<file path="config.mk">
export PLATFORM = sky130hd
export DESIGN_NAME = decoder_4_5
export DESIGN_NICKNAME = d
export VERILOG_FILES = /design/src/rtl/decoder_4_5_pkg.sv /design/src/rtl/fns_weight_sel.sv /design/src/rtl/decoder_4_5.sv
export SDC_FILE = /design/constraint.sdc
export NUM_CORES = 1
export LEC_CHECK = 0
export ABC_AREA = 1
export BUFFER_PORTS_ARGS = -buffer_cell sky130_fd_sc_hd__buf_2
export CORE_MARGIN = 3
export CORE_UTILIZATION = 45
export DETAILED_ROUTE_END_ITERATION = 12
export HOLD_SLACK_MARGIN = 0.08
export PLACE_DENSITY = 0.67
export SETUP_SLACK_MARGIN = 0.5
export SLEW_MARGIN = 0
export SYNTH_ARGS = -nofsm -noshare
export SYNTH_HDL_FRONTEND = slang
export SYNTH_SLANG_ARGS = --single-unit
</file>
<file path="constraint.sdc">
create_clock -name clock -period 4.47 [get_ports clock]
set_input_delay 0.894 -clock clock [delete_from_list [all_inputs] [get_ports clock]]
set_output_delay 0.894 -clock clock [all_outputs]
set_load 0.005 [all_outputs]
</file>
<file path="src/rtl/decoder_4_5_pkg.sv">
// rtl/decoder_4_5_pkg.sv - shared widths and FSM encoding for the FNS 4-to-9 decoder
package decoder_4_5_pkg;

    localparam int BLEN_04    = 4;
    localparam int CODE_W_45  = 9;
    localparam int DEC_ACC_W  = 8;
    localparam int IDX_W      = 4;
    localparam int FNSLEN_03  = 2;
    localparam int FNSLEN_04  = 2;
    localparam int FNSLEN_05  = 4;

    typedef enum logic [1:0] {
        DEC_IDLE  = 2'd0,
        DEC_ACCUM = 2'd1,
        DEC_DONE  = 2'd2
    } dec_state_t;

endpackage

</file>
<file path="src/rtl/fns_weight_sel.sv">
// rtl/fns_weight_sel.sv - picks the Fibonacci weight of one codeword bit, zero-extended
module fns_weight_sel
    import decoder_4_5_pkg::*;
#(
    parameter int ACC_W = DEC_ACC_W
) (
    input  logic [IDX_W-1:0]     idx,
    input  logic                 fns02,
    input  logic [FNSLEN_03-1:0] fns03,
    input  logic [FNSLEN_04-1:0] fns04,
    input  logic [FNSLEN_05-1:0] fns05,
    input  logic [FNSLEN_05-1:0] fns06,
    input  logic [FNSLEN_05-1:0] fns07,
    input  logic [FNSLEN_05-1:0] fns08,
    input  logic [FNSLEN_05-1:0] fns09,
    output logic [ACC_W-1:0]     weight
);

    always_comb begin
        weight = '0;
        case (idx)
            4'd0:    weight = ACC_W'(1);
            4'd1:    weight = ACC_W'(fns02);
            4'd2:    weight = ACC_W'(fns03);
            4'd3:    weight = ACC_W'(fns04);
            4'd4:    weight = ACC_W'(fns05);
            4'd5:    weight = ACC_W'(fns06);
            4'd6:    weight = ACC_W'(fns07);
            4'd7:    weight = ACC_W'(fns08);
            4'd8:    weight = ACC_W'(fns09);
            default: weight = '0;
        endcase
    end

endmodule

</file>
<file path="src/rtl/decoder_4_5.sv">
// rtl/decoder_4_5.sv - serial MSB-first weight accumulator decoding a 9-wire FNS codeword
module decoder_4_5
    import decoder_4_5_pkg::*;
#(
    parameter int DATA_W = BLEN_04,
    parameter int CODE_W = CODE_W_45,
    parameter int ACC_W  = DEC_ACC_W
) (
    input  logic                 clock,
    input  logic                 rst_n,
    input  logic                 in_valid,
    output logic                 in_ready,
    input  logic [CODE_W-1:0]    codein,
    input  logic [CODE_W-1:0]    en_flag,
    input  logic                 FNS02,
    input  logic [FNSLEN_03-1:0] FNS03,
    input  logic [FNSLEN_04-1:0] FNS04,
    input  logic [FNSLEN_05-1:0] FNS05,
    input  logic [FNSLEN_05-1:0] FNS06,
    input  logic [FNSLEN_05-1:0] FNS07,
    input  logic [FNSLEN_05-1:0] FNS08,
    input  logic [FNSLEN_05-1:0] FNS09,
    output logic                 out_valid,
    input  logic                 out_ready,
    output logic [DATA_W-1:0]    data_out,
    output logic                 err
);

    dec_state_t           state_q, state_d;
    logic [CODE_W-1:0]    masked_q;
    logic                 fns02_q;
    logic [FNSLEN_03-1:0] fns03_q;
    logic [FNSLEN_04-1:0] fns04_q;
    logic [FNSLEN_05-1:0] fns05_q, fns06_q, fns07_q, fns08_q, fns09_q;
    logic [IDX_W-1:0]     idx_q;
    logic [ACC_W-1:0]     acc_q;
    logic [ACC_W-1:0]     weight;
    logic [ACC_W-1:0]     acc_sum;

    fns_weight_sel #(.ACC_W(ACC_W)) u_weight_sel (
        .idx    (idx_q),
        .fns02  (fns02_q),
        .fns03  (fns03_q),
        .fns04  (fns04_q),
        .fns05  (fns05_q),
        .fns06  (fns06_q),
        .fns07  (fns07_q),
        .fns08  (fns08_q),
        .fns09  (fns09_q),
        .weight (weight)
    );

    assign acc_sum   = acc_q + (masked_q[idx_q] ? weight : '0);
    assign in_ready  = (state_q == DEC_IDLE);
    assign out_valid = (state_q == DEC_DONE);

    always_comb begin
        state_d = state_q;
        case (state_q)
            DEC_IDLE:  if (in_valid) state_d = DEC_ACCUM;
            DEC_ACCUM: if (idx_q == '0) state_d = DEC_DONE;
            DEC_DONE:  if (out_ready) state_d = DEC_IDLE;
            default:   state_d = DEC_IDLE;
        endcase
    end

    // Only the snapshot registers feed the accumulator, so input changes mid-word are harmless.
    always_ff @(posedge clock or negedge rst_n) begin
        if (!rst_n) begin
            state_q  <= DEC_IDLE;
            masked_q <= '0;
            fns02_q  <= '0;
            fns03_q  <= '0;
            fns04_q  <= '0;
            fns05_q  <= '0;
            fns06_q  <= '0;
            fns07_q  <= '0;
            fns08_q  <= '0;
            fns09_q  <= '0;
            idx_q    <= IDX_W'(CODE_W - 1);
            acc_q    <= '0;
            data_out <= '0;
            err      <= 1'b0;
        end else begin
            state_q <= state_d;
            case (state_q)
                DEC_IDLE: begin
                    if (in_valid) begin
                        masked_q <= codein & en_flag;
                        fns02_q  <= FNS02;
                        fns03_q  <= FNS03;
                        fns04_q  <= FNS04;
                        fns05_q  <= FNS05;
                        fns06_q  <= FNS06;
                        fns07_q  <= FNS07;
                        fns08_q  <= FNS08;
                        fns09_q  <= FNS09;
                        acc_q    <= '0;
                        idx_q    <= IDX_W'(CODE_W - 1);
                    end
                end
                DEC_ACCUM: begin
                    acc_q <= acc_sum;
                    if (idx_q != '0) begin
                        idx_q <= idx_q - 1'b1;
                    end else begin
                        data_out <= acc_sum[DATA_W-1:0];
                        err      <= (acc_sum > ACC_W'((2 ** DATA_W) - 1));
                    end
                end
                default: ;
            endcase
        end
    end

endmodule

</file>
# After elaboration in Yosys (flattened, before gate mapping)
# Index checks and enable logic that the tools add are counted.
# W data, S select, Z words.
dict set report classes {
  mux 13
  n_shift 0
  eq_ne 14
  n_lt_le_gt_ge 2
  div_mod_pow 0
  bitwise_logic 2
  n_addsub 2
  reduce_logical 9
  n_mul 0
}
# cell count
set op_table {}
lappend op_table {{$pmux W4 S9} 1}
lappend op_table {{$eq A4 B3 Y1 const B} 4}
lappend op_table {{$mux W8} 2}
lappend op_table {{$pmux W8 S2} 1}
lappend op_table {{$and A9 B9 Y9} 1}
lappend op_table {{$add A8 B8 Y8} 1}
lappend op_table {{$eq A4 B2 Y1 const B} 2}
lappend op_table {{$gt A8 B4 Y1 const B} 1}
lappend op_table {{$mux W4} 2}
lappend op_table {{$pmux W4 S2} 1}
lappend op_table {{$mux W2} 3}
lappend op_table {{$ne A2 B2 Y1 const B} 3}
lappend op_table {{$pmux W2 S3} 1}
lappend op_table {{$reduce_and A2 Y1} 3}
lappend op_table {{$reduce_and A3 Y1} 2}
lappend op_table {{$lt A4 B5 Y1 const B} 1}
lappend op_table {{$bmux W1 S4} 1}
lappend op_table {{$eq A4 B1 Y1 const B} 1}
lappend op_table {{$eq A4 B4 Y1 const B} 1}
lappend op_table {{$logic_not A4 Y1} 1}
lappend op_table {{$reduce_bool A4 Y1} 1}
lappend op_table {{$sub A4 B1 Y4 const B} 1}
lappend op_table {{$eq A2 B1 Y1 const B} 1}
lappend op_table {{$eq A2 B2 Y1 const B} 1}
lappend op_table {{5 further kinds} 5}
dict set report word_totals {
  input_bits 47
  latchBits 0
  wordCells 56
  regBits 53
  ramBits 0
  output_inout_bits 7
  mem_bits_ro 0
  mem_count 0
}

# Depth between registers and ports, before layout
# Gate-level depths: netlist of run 1.
dict set report depth {
  ltp_word 5
  mapped_depth 19
}

# Modules after synthesis
# From an unflattened synthesis of run 1, not the netlist that was laid out.
dict set report unflattened {
  cells_unflattened 387
  area_unflattened_um2 2927.8
}
# module cells_each area_per_inst_um2 seq_area_each_um2 n_inst
set modules_own_cells {}
lappend modules_own_cells {decoder_4_5 317 2597.5 1327.5 1}
lappend modules_own_cells {fns_weight_sel 70 330.3 0.0 1}

# Worst setup path before layout of run 1
# OpenSTA, ideal clock, no wires.
dict set report synth_path {
  kind {reg2reg}
  start {register idx_q[0]}
  end {register err}
  stages_incl_launch_ff 20
  synth_period_minus_slack_ps 2547
  setup_slack_ps 1923
  t_arrival_ps 2426
  path_cell_list {dfrtp_1 > buf_4 > inv_1 > ha_1 > inv_1 > nor2_1 > nand2_1 > nand4_1 > nor2_1 > a21oi_1 > ha_1 > fa_1 > nand3_1 > nand3_1 > nand2_1 > nand2_1 > nor2_1 > nand3_1 > nor2_1 > nor2_1}
}
dict set report synth_via {
  elab_chain_cells 5
  elab_cells_between_ends 18
  cone_classes {add/sub: 1; order compare: 1; eq/ne: 8; mux: 4; bitwise: 1; reduce/logical: 3}
}
# item line
set synth_rtl {}
lappend synth_rtl {{from (decl)} decoder_4_5.sv:35} ;# logic [IDX_W-1:0] idx_q;
lappend synth_rtl {{from (signal assigned)} decoder_4_5.sv:80} ;# idx_q <= IDX_W'(CODE_W - 1);
lappend synth_rtl {{from (signal assigned)} decoder_4_5.sv:99} ;# idx_q <= IDX_W'(CODE_W - 1);
lappend synth_rtl {{from (signal assigned)} decoder_4_5.sv:105} ;# idx_q <= idx_q - 1'b1;
lappend synth_rtl {{$bmux W1 S4, or another cell as far along} decoder_4_5.sv:53} ;# assign acc_sum = acc_q + (masked_q[idx_q] ? weight : '0);
lappend synth_rtl {{$mux W1 (not written as such) or $pmux W4 S9 (tied branches)} {decoder_4_5.sv:53, fns_weight_sel.sv:21}}
lappend synth_rtl {{$mux W8} decoder_4_5.sv:53}
lappend synth_rtl {{$add A8 B8 Y8} decoder_4_5.sv:53}
lappend synth_rtl {{$gt A8 B4 Y1} decoder_4_5.sv:108} ;# err <= (acc_sum > ACC_W'((2 ** DATA_W) - 1));
lappend synth_rtl {{to (signal assigned)} decoder_4_5.sv:108}
lappend synth_rtl {{to (decl)} decoder_4_5.sv:26} ;# output logic err
# Parallel ways exist; a longest one is shown, timed or not. The select of a mux whose other input is x is not followed.
# A chain may end at the register's enable or synchronous reset.

# Worst setup path in the final report of run 1
# Same ends and word-level chain as after synthesis.

==> reports/metrics.csv, run 1 <==
metric,value,unit
cts_max_path_buffers,2,
syn_inst,340,
cts_tree,yes,
drv_cap,0,
status,completed,
cts.clk_slew.worst_paths,0.10,ns
ys_seq_area_share,48.7,%
hold_viol_final,0,
hp-class,reg -> reg,
ys_warn_count,0,
seqCellArea,1330,µm²
grt_pass1_wl,9980,µm
area_growth,15.0,%
dp_cells,458,
grtUsageTotal,17.5,%
num_antenna_cells,0,
crit_slowest_cell,dfrtp_1,
nNetsFinal,450,
ir_worst_vdd,242,µV
wl_met2,2610,µm
total_leakage_power,1.65,nW
synth_area,2720,µm²
drt_wl_total,5950,µm
slowest_delay,0.53,ns
holdBufCountCts,0,
required,4.68,ns
postRouteAntennaNets,0,
cts_resized,0,
grt_max_degree,54,
rsz0062_at_grt,false,
drt-initial-drc-count,121,
crit_arrival,3.14,ns
post-route-min-period,2.93,ns
die-area,7020,µm²
synth-seq-cells,53,
synthesis.nets,397,
via_per_inst,4.98,
clock_sink_count,53,
fillCellCount,553,
crit_type,reg -> reg,
drv_slew,0,
drt-met1-wl,2880,µm
routedWlPerCell,12.8,µm
rows,27,
pin_count,54,
tns,0,ns
p_total,1.91,mW
fp.dieH,83.8,µm
postCtsSetupRepairBufs,0,
io_buffers,53,
crit_top_cell,nor2_1,
clock.fmax,341,MHz
cts_buffers,5,
ys_types,31,
die_x,83.8,µm
dr_wl_met3,375,µm
finClkSkew,0.00962,ns
firstDrtPassIters,4,
end_kind,flip-flop,
design.core.area,5680,µm²
worst_pin_slew,0.665,ns
vias,2321,
p_per_area,609,nW/µm²
root_buffer,clkbuf_8,
top_layer,met4,
drc,0,
crit_chain,inv_1 > ha_1 > inv_1 > nor2_1 > nand2_1 > nand4_1 > nor2_1 > a21oi_1 > ha_1 > fa_1 > nand3_1 > nand3_1 > nand2_1 > nand2_1 > nor2_1 > nand3_1 > nor2_1 > nor2_1,
antenna_found_initial,0,
worst_setup_path_start_kind,flip-flop,
fin_cells,466,
path_max_fanout,11,
grt_overflow,0,
multiInputGateArea,1210,µm²
cts_max_level,2,
drive_gt1_share,19.5,%
worstSkewPairLatency,0.32,ns
routabilityCongestion,0.912,
period_share,65.6,%
setup_viol,0,
grt_pass1_vias,2243,
syn_avg_cell_area,8.01,µm²
relSlewSlack,55.6,%
initial_core_util,48.0,%
dp_hpwl,4340,µm
==> cell families after synthesis <==
family                   after synthesis  share of synthesized area (%)
AO/OA/AOI/OAI                         45                           9.09
adder cells (fa/ha/maj)               10                           4.87
buffers and inverters                 42                           6.80
XOR/XNOR                               2                          0.643
AND/OR/NAND/NOR                      188                           29.9
flip-flops                            53                           48.7
==> area by class of cell <==
class / instances / share of cell area (%)
Tap cell: 72 / 2.88
Multi-Input combinational cell: 245 / 38.7
Clock inverter: 1 / 0.160
Sequential cell: 53 / 42.4
Inverter: 34 / 4.15
Timing Repair Buffer: 54 / 8.71
Clock buffer: 7 / 3.08
==> final timing paths <==
check | from | to | slack, ns | cells after the start
max reg2reg | idx_q[0] | err | 1.54 | 18
max | idx_q[0] | err | 1.54 | 18
min in group asynchronous | rst_n | masked_q[1] | 0.70 | 2
max in group asynchronous | rst_n | fns05_q[2] | 3.34 | 2
min reg2reg | data_out[2] | data_out[2] | 0.49 | 2
min | data_out[2] | data_out[2] | 0.49 | 2
==> state kept, by name (all words and copies together), names as in the netlist, 2 cells and up <==
register and flops:
acc_q 8, data_out 4, fns03_q 2, fns04_q 2
fns05_q 4, fns06_q 4, fns07_q 4, fns08_q 4
fns09_q 4, idx_q 4, masked_q 9, state_q 2
==> layout by cell type, fill, tap and decap left out, drive strengths merged <==
cell    netlist  routed
a211oi        2       2
a21oi         5       5
a31oi         1       1
buf           8      54
clkbuf        0       7
clkinv        0       1
dfrtp        52      52
dfstp         1       1
fa            1       1
ha            9       9
inv          34      34
nand2       134     134
nand3        24      24
nand3b        1       1
nand4         7       7
nor2         22      22
o211ai        2       2
o21ai        32      32
o22ai         2       2
o31ai         1       1
xnor2         1       1
xor2          1       1
==> synthesized netlist by cell type <==
master	n	area, µm²
a31oi_1	1	6.26
nor2_1	17	63.8
a21oi_1	5	25.0
xor2_1	1	8.76
ha_1	9	113
buf_2	5	25.0
dfrtp_1	52	1300
nand3_2	1	10.0
inv_4	1	6.26
inv_2	4	15.0
nand2_2	1	6.26
o22ai_2	1	12.5
fa_1	1	20.0
nor2_4	3	33.8
xnor2_1	1	8.76
nand4_1	7	43.8
buf_6	2	22.5
o31ai_1	1	7.51
nor2_8	1	20.0
nor2_2	1	6.26
dfstp_2	1	26.3
nand2_1	132	495
nand3_1	23	115
o21ai_0	32	160
nand2_4	1	11.3
buf_4	1	7.51
inv_1	29	109
a211oi_1	2	15.0
o22ai_1	1	6.26
o211ai_1	2	15.0
nand3b_1	1	7.51
==> worst max-delay path: cells and delay by family, from the launching register on <==
kind                     cells  cell delay (ns)
AO/OA/AOI/OAI                1             0.08
adder cells (fa/ha/maj)      3             0.96
buffers and inverters        2             0.27
flip-flops                   1             0.53
AND/OR/NAND/NOR             12             0.98
==> power breakdown <==
| part | total, mW | internal, mW | switching [mW] |
|---|---|---|---|
| Combinational | 0.755 | 0.275 | 0.481 |
| Sequential | 0.856 | 0.700 | 0.156 |
| Clock | 0.296 | 0.140 | 0.156 |
==> per-layer routing <==
layer	track usage [%]	vias up
met2	27.3	67
met1	23.7	1047
met4	4.97	0
li1	-	1197
met5	0	-
met3	4.94	10
==> through the flow <==
step	cell area [µm²]	utilization (%)	hold slack [ns]	setup WS, ns
6_report	3130	55.2	0.487	1.54
5_1_grt	3130	55.2	0.518	1.27
4_1_cts	3130	55.2	0.492	1.54
3_5_place_dp	3030	53.4	0.468	1.55
3_3_place_gp	3030	53.4	0.461	1.70
2_1_floorplan	2720	-	0.448	1.92
Note: power is estimated with default switching activity, not from simulation.
==> inputs of run 2 (changes only) <==
--- a/config.mk
+++ b/config.mk
@@ -11,7 +11,7 @@
 export CORE_UTILIZATION = 45
 export DETAILED_ROUTE_END_ITERATION = 12
 export HOLD_SLACK_MARGIN = 0.08
-export PLACE_DENSITY = 0.67
+export PLACE_DENSITY = 0.7
 export SETUP_SLACK_MARGIN = 0.5
 export SLEW_MARGIN = 0
 export SYNTH_ARGS = -nofsm -noshare
==> constraint.sdc (replaced) <==
create_clock -name clock -period 2.4 [get_ports clock]
set_input_delay 0.48 -clock clock [delete_from_list [all_inputs] [get_ports clock]]
set_output_delay 0.48 -clock clock [all_outputs]
set_load 0.005 [all_outputs]
==> run 2 against run 1 <==
- the flow now finishes with violations (setup timing)
- routed wire length up 6.8%
- clock-buffer cell count shrank 2
- flip-flop and latch count did not move
- global-route usage increased by 1.1 points
- power up 110%
- cell count grew 3.9%
- largest cell class is now multi-input gates
- maximum frequency grew 17%
- utilization increased by 4.9 points
- critical path depth shrank 1
- register-to-register slack got worse by 1.6 ns
==> reports/metrics.csv, run 2 (synthesized netlist as in run 1, its figures left out) <==
metric,value,unit,change
worst_pin_slew,0.590,ns,was 0.665 ns
p_clk_share,12.7,%,was 15.5%
tns,-0.165,ns,was 0 ns
fillCellCount,525,,was 553
place_area,3210,µm²,was 3030 µm²
clock_sink_count,53,,unchanged
cts_max_level,2,,unchanged
dpl_worst_slack,-0.182,ns,was 1.55 ns
internal-power,2.27,mW,was 1.11 mW
p_comb_share,46.2,%,was 39.6%
finClkSkew,0.00960,ns,was 0.00962 ns
ir_worst_vdd,599,µV,was 242 µV
crit_family,simple AND/OR/NAND/NOR gates,,unchanged
r2r_slack,-0.11,ns,was 1.54 ns
cts_max_path_buffers,2,,unchanged
clock.fmax,399,MHz,was 341 MHz
rows,27,,unchanged
grt_overflow,0,,unchanged
relSlewSlack,60.6,%,was 55.6%
dp_hpwl,4630,µm,was 4340 µm
drv_slew,0,,unchanged
nNetsFinal,468,,was 450
slowest_delay,0.49,ns,was 0.53 ns
path_max_fanout,7,,was 11
initial_core_util,48.0,%,unchanged
setup_viol,3,,was 0
hp-class,in -> async,,was reg -> reg
crit_arrival,2.71,ns,was 3.14 ns
r2r_cells,17,,was 18
critPathBufInv,1,,was 2
end_kind,flip-flop,,unchanged
total_leakage_power,1.75,nW,was 1.65 nW
antenna_found_initial,0,,unchanged
fin_util,60.1,%,was 55.2%
p_seq_share,41.1,%,was 44.9%
die_x,83.8,µm,unchanged
p_per_area,1150,nW/µm²,was 609 nW/µm²
routabilityCongestion,0.910,,was 0.912
crit_top_cell,nor2_1,,unchanged
rsz0062_at_grt,true,,was false
grt_max_degree,41,,was 54
cts.clk_slew.worst_paths,0.10,ns,about the same
period_share,105,%,was 65.6%
path_depth,17,,was 18
holdBufCountCts,0,,unchanged
regMostFlops,masked_q,,unchanged
crit_type,reg -> reg,,unchanged
io_buffers,53,,unchanged
via_per_inst,5.03,,was 4.98
finalInstanceArea,3410,µm²,was 3130 µm²
crit_slowest_cell,dfrtp_2,,was dfrtp_1
design.core.area,5680,µm²,unchanged
postRouteAntennaNets,0,,unchanged
drt-initial-drc-count,141,,was 121
rr_startpoint,idx_q[0],,unchanged
startpoint,idx_q[0],,unchanged
post-route-min-period,2.51,ns,was 2.93 ns
routedWlPerCell,13.1,µm,was 12.8 µm
worst_setup_path_start_kind,flip-flop,,unchanged
area_growth,25.3,%,was 15.0%
cts_tree,yes,,unchanged
die-area,7020,µm²,unchanged
required,2.61,ns,was 4.68 ns
grt_pass1_wl,10700,µm,was 9980 µm
grt_pass1_vias,2405,,"was 2,243"
setup_slack,-0.109,ns,was 1.54 ns
num_antenna_cells,0,,unchanged
drc,0,,unchanged
firstDrtPassIters,4,,unchanged
hold_viol_final,0,,unchanged
crit_chain,ha_2 > inv_1 > nor2_2 > nand2_1 > nand4_1 > nor2_1 > a21oi_1 > ha_2 > fa_2 > nand3_2 > nand3_2 > nand2_1 > nand2_1 > nor2_1 > nand3_1 > nor2_1 > nor2_1,,was inv_1 > ha_1 > inv_1 > nor2_1 > nand2_1 > nand4_1 > nor2_1 > a21oi_1 > ha_1 > fa_1 > nand3_1 > nand3_1 > nand2_1 > nand2_1 > nor2_1 > nand3_1 > nor2_1 > nor2_1
vias,2433,,"was 2,321"
status,"complete, but fails checks",,was completed
pin_count,54,,unchanged
final_cell_mix,"nand2_1, buf_2, dfrtp_1",,unchanged
cts_buffers,5,,unchanged
fp.dieH,83.8,µm,unchanged
drive_gt1_share,29.6,%,was 19.5%
violations,setup timing,,
worstSkewPairLatency,0.31,ns,was 0.32 ns
power.switching,1.65,mW,was 0.793 mW
drv_cap,0,,unchanged
hold_slack,0.163,ns,was 0.487 ns
drt_wl_total,6350,µm,was 5950 µm
root_buffer,clkbuf_8,,unchanged
mostFrequentLayoutCell,nand2_1,,unchanged
largest_reg_flops,9,,unchanged
swShare,42.1,%,was 41.6%
grtUsageTotal,18.5,%,was 17.5%
largestRegisters,"masked_q: 9 flops, acc_q: 8 flops",,unchanged
-- run 2: stage by stage --
step | power [mW] | cells
6_report | 3.92 | 484
5_1_grt | 4.27 | 484
4_1_cts | 3.90 | 484
3_5_place_dp | 3.27 | 470
3_3_place_gp | 3.22 | 470
2_1_floorplan | 2.71 | 340
-- run 2: power by group through the flow --
stage	sequential, mW	clock, mW	combinational, mW
2_1_floorplan	1.52	0	1.19
3_3_place_gp	1.61	0	1.61
3_5_place_dp	1.62	0	1.65
4_1_cts	1.61	0.513	1.78
5_1_grt	1.66	0.547	2.06
6_report	1.61	0.498	1.81
-- run 2: final cells by class --
type	instances	area (µm²)	share of cell area, %
clock buffer	5	68.8	2.02
clock inverter	3	17.5	0.513
inverter	34	138	4.03
multi-input combinational	245	1330	39.0
sequential	53	1330	39.0
tap	72	90.1	2.64
timing repair buffer	72	437	12.8
-- run 2: timing repair --
action / in CTS / in global routing
buffers inserted: 6 / 0
gates resized for setup: 18 / 4
pin swaps: 1 / 2
endpoints found under the setup margin: 13 / 13
-- run 2: path summary, 6_finish.rpt --
| path | endpoint |
|---|---|
| min reg2reg | data_out[3] |
| min in group clock | state_q[1] |
| max in group asynchronous | idx_q[3] |
| min | data_out[2] |
| max | err |
| max reg2reg | err |
-- run 2: routing by layer --
metal  wire (µm)  GRT usage (%)
met1        2900           24.4
met5           0              0
met3         318           4.64
met4         140           6.14
met2        2990           29.9
